File: config.mk
export PLATFORM = sky130hd
export DESIGN_NAME = serial_adder
export DESIGN_NICKNAME = d
export VERILOG_FILES = /design/src/rtl/serial_adder_pkg.sv /design/src/rtl/serial_adder_full_adder_bit.sv /design/src/rtl/serial_adder.sv
export SDC_FILE = /design/constraint.sdc
export NUM_CORES = 1
export LEC_CHECK = 0
export BUFFER_PORTS_ARGS = -buffer_cell sky130_fd_sc_hd__clkbuf_2
export CAP_MARGIN = 10
export CORE_MARGIN = 2
export CORE_UTILIZATION = 57
export DETAILED_ROUTE_END_ITERATION = 7
export PLACE_DENSITY = 0.82
export SETUP_SLACK_MARGIN = 0.3
export SYNTH_ARGS = -nofsm -noshare
export SYNTH_HDL_FRONTEND = slang
export SYNTH_HIERARCHICAL = 1
export SYNTH_SLANG_ARGS = --single-unit
File: constraint.sdc
create_clock -name clk -period 2.8 [get_ports clk]
set_input_delay 0.56 -clock clk [delete_from_list [all_inputs] [get_ports clk]]
set_output_delay 0.56 -clock clk [all_outputs]
set_load 0.03 [all_outputs]
File: src/rtl/serial_adder_pkg.sv
// -----------------------------------------------------------------------------
// serial_adder_pkg
// Shared definitions for the bit-serial adder.
//   - State encodings for the IDLE / RUN / DONE controller.
//   - Default operand width.
// -----------------------------------------------------------------------------
package serial_adder_pkg;

    localparam int SA_DEFAULT_WIDTH = 8;

    localparam logic [1:0] IDLE_ENC = 2'd0;
    localparam logic [1:0] RUN_ENC  = 2'd1;
    localparam logic [1:0] DONE_ENC = 2'd2;

    typedef enum logic [1:0] {
        ST_IDLE = IDLE_ENC,
        ST_RUN  = RUN_ENC,
        ST_DONE = DONE_ENC
    } sa_state_e;

endpackage : serial_adder_pkg

File: src/rtl/serial_adder_full_adder_bit.sv
// -----------------------------------------------------------------------------
// full_adder_bit
// One-bit full adder built from two half-adder cells and an OR.
// Ports:
//   in1, in2 : operand bits
//   c_in     : carry in
//   sum      : in1 ^ in2 ^ c_in
//   c_out    : majority(in1, in2, c_in)
// -----------------------------------------------------------------------------
module full_adder_bit (
    input  logic in1,
    input  logic in2,
    input  logic c_in,
    output logic sum,
    output logic c_out
);

    logic ha0_sum;
    logic ha0_carry;
    logic ha1_carry;

    // First half adder: operands only
    assign ha0_sum   = in1 ^ in2;
    assign ha0_carry = in1 & in2;

    // Second half adder: partial sum plus incoming carry
    assign sum       = ha0_sum ^ c_in;
    assign ha1_carry = ha0_sum & c_in;

    assign c_out     = ha0_carry | ha1_carry;

endmodule : full_adder_bit

File: src/rtl/serial_adder.sv
// -----------------------------------------------------------------------------
// serial_adder
// Bit-serial two's-complement adder. Operands are captured on a start
// handshake, then added LSB first, one bit per clock, through a single
// full-adder cell and a carry flip-flop. Results are registered and held
// until the next completed operation.
// Ports:
//   clk       : rising-edge clock
//   rst       : synchronous active-high reset
//   start     : request, sampled only in IDLE
//   a, b      : WIDTH-bit operands, captured on the accepting edge
//   c_in      : carry in, captured on the accepting edge
//   busy      : high in RUN and DONE
//   done      : one-cycle pulse, result valid
//   sum       : (a + b + c_in) mod 2^WIDTH
//   c_out     : carry out of the MSB
//   overflow  : signed overflow (carry into MSB XOR carry out of MSB)
// WIDTH must be at least 2.
// -----------------------------------------------------------------------------
module serial_adder
    import serial_adder_pkg::*;
#(
    parameter int WIDTH = SA_DEFAULT_WIDTH
) (
    input  logic             clk,
    input  logic             rst,
    input  logic             start,
    input  logic [WIDTH-1:0] a,
    input  logic [WIDTH-1:0] b,
    input  logic             c_in,
    output logic             busy,
    output logic             done,
    output logic [WIDTH-1:0] sum,
    output logic             c_out,
    output logic             overflow
);

    localparam int CNT_W = $clog2(WIDTH);

    sa_state_e        state_q, state_d;
    logic [WIDTH-1:0] a_q, a_d;
    logic [WIDTH-1:0] b_q, b_d;
    logic             carry_q, carry_d;
    logic [CNT_W-1:0] cnt_q, cnt_d;
    // Holds bits 0..WIDTH-2 of the result; the MSB is never stored here
    // because it is produced on the final edge straight into sum.
    logic [WIDTH-2:0] psum_q, psum_d;
    logic [WIDTH-1:0] sum_q, sum_d;
    logic             c_out_q, c_out_d;
    logic             ovf_q, ovf_d;

    logic             fa_sum;
    logic             fa_carry;
    logic             last_bit;
    logic [WIDTH-1:0] shifted;

    full_adder_bit u_fa (
        .in1   (a_q[0]),
        .in2   (b_q[0]),
        .c_in  (carry_q),
        .sum   (fa_sum),
        .c_out (fa_carry)
    );

    assign last_bit = (cnt_q == CNT_W'(WIDTH - 1));

    // New bit enters at the MSB; on the final edge this is the full result.
    assign shifted  = {fa_sum, psum_q};

    always_ff @(posedge clk) begin
        if (rst) begin
            state_q <= ST_IDLE;
            a_q     <= '0;
            b_q     <= '0;
            carry_q <= 1'b0;
            cnt_q   <= '0;
            psum_q  <= '0;
            sum_q   <= '0;
            c_out_q <= 1'b0;
            ovf_q   <= 1'b0;
        end else begin
            state_q <= state_d;
            a_q     <= a_d;
            b_q     <= b_d;
            carry_q <= carry_d;
            cnt_q   <= cnt_d;
            psum_q  <= psum_d;
            sum_q   <= sum_d;
            c_out_q <= c_out_d;
            ovf_q   <= ovf_d;
        end
    end

    always_comb begin
        state_d = state_q;
        a_d     = a_q;
        b_d     = b_q;
        carry_d = carry_q;
        cnt_d   = cnt_q;
        psum_d  = psum_q;
        sum_d   = sum_q;
        c_out_d = c_out_q;
        ovf_d   = ovf_q;

        unique case (state_q)
            ST_IDLE: begin
                if (start) begin
                    a_d     = a;
                    b_d     = b;
                    carry_d = c_in;
                    cnt_d   = '0;
                    psum_d  = '0;
                    state_d = ST_RUN;
                end
            end

            ST_RUN: begin
                a_d     = {1'b0, a_q[WIDTH-1:1]};
                b_d     = {1'b0, b_q[WIDTH-1:1]};
                carry_d = fa_carry;
                cnt_d   = cnt_q + 1'b1;
                psum_d  = shifted[WIDTH-1:1];
                if (last_bit) begin
                    // carry_q is the carry into the MSB at this point
                    sum_d   = shifted;
                    c_out_d = fa_carry;
                    ovf_d   = carry_q ^ fa_carry;
                    state_d = ST_DONE;
                end
            end

            ST_DONE: begin
                state_d = ST_IDLE;
            end

            default: begin
                state_d = ST_IDLE;
            end
        endcase
    end

    assign busy     = (state_q != ST_IDLE);
    assign done     = (state_q == ST_DONE);
    assign sum      = sum_q;
    assign c_out    = c_out_q;
    assign overflow = ovf_q;

endmodule : serial_adder
== Word-level counts from Yosys, hierarchy flattened ==
Index checks and enable logic that the tools add are counted.
Storage, ports and cells
  register bits after elaboration: 39
  input bits: 20
  output and inout bits: 12
  word-level logic and storage cells: 40
Cells by class
  add/subtract/negate cells: 1
  eq/ne operators: 5
  mux-type cells: 13
  bitwise logic cells: 6
  reductions and logical operators: 6
Operators with widths (number)
  8-bit case mux with 2 select lines: 2
  8-bit two-way mux: 2
  7-bit case mux with 2 select lines: 1
  7-bit two-way mux: 1
  3-bit case mux with 2 select lines: 1
  2-bit AND reduction: 3
  2-bit two-way mux: 2
  2-bit != test (second input constant): 2
  2-bit case mux with 2 select lines: 1
  2-bit nonzero test: 2
  3-bit by 1-bit adder with 3-bit output (second input constant): 1
  3-bit == test (second input constant): 1
  3-bit two-way mux: 1
  1-bit bitwise XOR: 3
  1-bit bitwise AND: 2
  2-bit by 1-bit == test with 1-bit output (second input constant): 1
  2-bit == test (second input constant): 1
  2-bit logical NOT: 1
  1-bit case mux with 2 select lines: 1
  1-bit two-way mux: 1
  1-bit bitwise OR: 1

== Logic depth before layout (Yosys ltp) ==
  word-level depth: 4
  depth in mapped cells: 6
  gate-level depth less buffers: 5

== By module ==
Netlist, hierarchy kept.
Modules (own cells, without submodules)
  serial_adder: times used 1, cells each 177, area an instance 1627.8 um2, sequential area each 780.7 um2
  full_adder_bit: times used 1, cells each 1, area an instance 20.0 um2, sequential area each 0.0 um2

== Least setup slack after synthesis ==
No wires, ideal clock.
  path type: reg2out
  start: register state_q[1]
  end: output done
  arrival time: 1.110 ns
  data required time: 2.240 ns
  slack: 1.130 ns
  stages on the path, launching flop included: 4
  path buffers: 2
  cells stage by stage: dfxtp_1 clkbuf_2 buf_2 nor2b_1
On the way
  longest elaborated chain between the ends: 1
RTL lines
  from (decl): RTL line serial_adder.sv:40  | sa_state_e state_q, state_d;
  from (signal assigned): RTL line serial_adder.sv:82  | state_q <= state_d;
  2-bit == test: RTL line serial_adder.sv:143  | assign done = (state_q == ST_DONE);
  to (decl): RTL line serial_adder.sv:32  | output logic done,
No other way between the ends.

== Worst setup path in the final report ==
  start: register state_q[1]
  end: output busy
On the way
  longest elaborated chain between the ends: 1
RTL lines
  2-bit nonzero test: RTL line serial_adder.sv:142  | assign busy = (state_q != ST_IDLE);
  to (decl): RTL line serial_adder.sv:31  | output logic busy,
No other way between the ends.

==> summary.md <==
| Metric | Value |
|---|---|
| Number of CTS-inserted buffers | `5` |
| Post-synth EDFFs | `0` |
| CTS sink cnt | `39` |
| Top cells by count, synth | `dfxtp_1, nor2_1, nand2_1` |
| Register area share after synthesis | `47.38%` |
| Flops & latches, synth | `39` |
| Final min period | `2189 ps` |
| # nets final | `about 230` |
| Initial Util | `around three fifths` |
| CTS HTree Levels | `2` |
| Count leader, synth | `dfxtp_1` |
| Wire per inst | `~14 µm` |
| Area contributors post-synth | `dfxtp_1, nor2_1, a221oi_2` |
| Die Ht | `57.77 µm` |
| Clk buf depth | `2` |
| Vias per inst | `5.688` |
| RSZ-0062 raised after global routing | `no` |
| Initial antenna violation count | `0` |
| 1st-iter DRT viols | `39` |
| Diode count | `0` |
| Routed Antenna Nets | `0` |
| Largest net degree at the start of global routing | `40` |
| Outcome | `finished clean` |
| Fill count | `226` |
| Crit path kind | `reg2out` |
| Syn nets | `201` |
| Clock Skew | `7.260 ps` |
| Critical path required time | `~2200 ps` |
| CTS tree | `built` |
| Port Buffers | `31` |
| # setup viols final | `0` |
| Leakage | `roughly 0.00075 µW` |
| Worst setup slack after layout | `610.6 ps` |
| Share of cells above drive strength 1 | `25.24%` |
| Clk Latency, worst-skew pair | `350 ps` |
| First-pass GRT wire length | `5.609 mm` |
| Crit Path Max Fanout | `19` |
| Worst setup EP type | `output port` |
| Post-synth top area share | `47.38%` |
| Drt pass-1 iters | `5` |
| Cell variety after synth | `30` |
| PwrDens | `633.8 nW/µm²` |
| Cell Rows | `19` |
| Post-synth top area cell | `dfxtp_1` |
| Mapped Avg Cell Area | `roughly 9.3 µm²` |
| Area grow syn2layout | `14.65%` |
| Fin crit share | `78.19%` |
| Reg area | `approximately 780 µm²` |
| Min-Delay Path Class | `reg2reg` |
| Fmax | `456.7 MHz` |
| Mapped Cells | `~180` |
| Synth warn | `6` |
| Fin Setup TNS | `0 ps` |
| Primary flip-flop cell chosen by synthesis mapping | `dfxtp_1` |
| Worst vdd ir | `0.8614 mV` |
| Worst EP arrival | `1630 ps` |
| GPL Wtd Cong | `0.7951` |
| Pre-CTS setup slack | `approximately 820 ps` |
| Area of the mapped netlist | `around 1600 µm²` |
| GRT Total Usage | `between 20% and 30%` |
| Post-CTS Setup Bufs | `0` |
| Drt drc | `0` |
| Vias in the first global route | `1,278` |
| Clock Pin Slew Worst Setup and Hold Paths | `approximately 110 ps` |
| Final-report max-slew violation count | `0` |
| CP startpoint kind | `flop` |
| Fraction of registers with async set/reset | `0%` |
| Total power | `1197 µW` |
| Slew @ Worst Pin | `638.7 ps` |
| Total Die Area | `around 3300 µm²` |
| GRT overflow | `0` |
| Slew HR | `57.34%` |
| Core area | `2758 µm²` |
| Hold Vio Cnt, Final | `0` |
| Max-cap violations | `0` |
| Die Wd | `between 50 and 60 µm` |
| Final wirelength | `3.336 mm` |
| Root Driver | `clkbuf_4` |
| I/O Pins | `32` |
| Via count | `~1,300` |
| Dpl hpwl | `2.271 mm` |
| Multi-input gate area | `789.5 µm²` |
-- registers in the layout, indices dropped and copies added, names as in the netlist --
register and flops:
state_q 2, overflow 1, sum 8, cnt_q 3, c_out 1, psum_q 7, a_q 8, b_q 8
carry_q 1
-- cells in the final DEF, fill, tap and decap left out, types with 5 or more instances in the layout --
master and n:
clkbuf_2 31, clkbuf_4 5, nand2b_1 13, a22oi_1 9, dfxtp_1 38, a21oi_1 14, a221oi_2 6, nor3_1 7
a211oi_1 5, nand2_1 19, nor2_1 27
-- critical path, cell delays in order, from the launching register on --
cell      delay, ps
dfxtp_2         540
nor2_1          180
inv_1           290
clkbuf_2        270
-- final cells by class --
| cell class | instances | area share [%] |
|---|---|---|
| multi-input cells | 124 | 41.79 |
| flip-flops and latches | 39 | 41.39 |
| repair buffers | 33 | 9.007 |
| clock inverters | 2 | 3.179 |
| clock buffers | 6 | 2.185 |
| well taps | 31 | 2.053 |
| inverters | 2 | 0.3974 |
-- repair_timing --
action	4_1_cts	5_1_grt
resized for setup	0	1
hold buffers	0	0
endpoints found under the setup margin	0	1
-- cell families (layout without fill, tap and decap cells) --
group,after synthesis,count (layout),share of synthesized area [%]
xor gates and xnor gates,1,1,0.5316
muxes,4,4,2.506
buffers and inverters,15,43,4.707
DFF,39,39,47.38
and+or+nand+nor,72,72,20.35
adders and majority gates,3,3,2.733
AOI/OAI and AO/OA,44,44,21.79
-- metrics by stage --
step           cells  hold slack (ps)  utilization [%]  instance area (µm²)
2_1_floorplan    178            431.6                -                 1648
3_3_place_gp     229            442.8            64.79                 1787
3_5_place_dp     229            448.8            64.79                 1787
4_1_cts          237            464.9            68.47                 1888
5_1_grt          237            472.5            68.51                 1889
6_report         237            459.4            68.51                 1889
-- routing by layer --
metal	vias up	track usage, %	part of all wire (%)
met4	0	7.641	1.7
met3	8	7.813	6.0
li1	684	-	-
met2	44	36.04	48
met5	-	0	0
met1	612	26.92	45
-- final timing paths --
kind	startpoint	endpoint	slack [ps]	cells after the start
max reg2reg	state_q[0]$_SDFFE_PP0P_	a_q[6]$_SDFFE_PP0P_	1110	4
min	sum[4]$_SDFFE_PP0P_	sum[4]$_SDFFE_PP0P_	460	2
max	state_q[1]$_SDFFE_PP0P_	busy	610	3
min reg2reg	sum[4]$_SDFFE_PP0P_	sum[4]$_SDFFE_PP0P_	460	2
-- where the power goes --
group / switching (µW) / leakage, µW / internal (µW) / total, µW
Combinational: 74.4 / 0.000373 / 58.9 / 133
Clock: 182 / 0.0000525 / 279 / 460
Sequential: 19.0 / 0.000320 / 585 / 604
Total: 275 / 0.000745 / 922 / 1200
(Power assumes the default switching activity.)
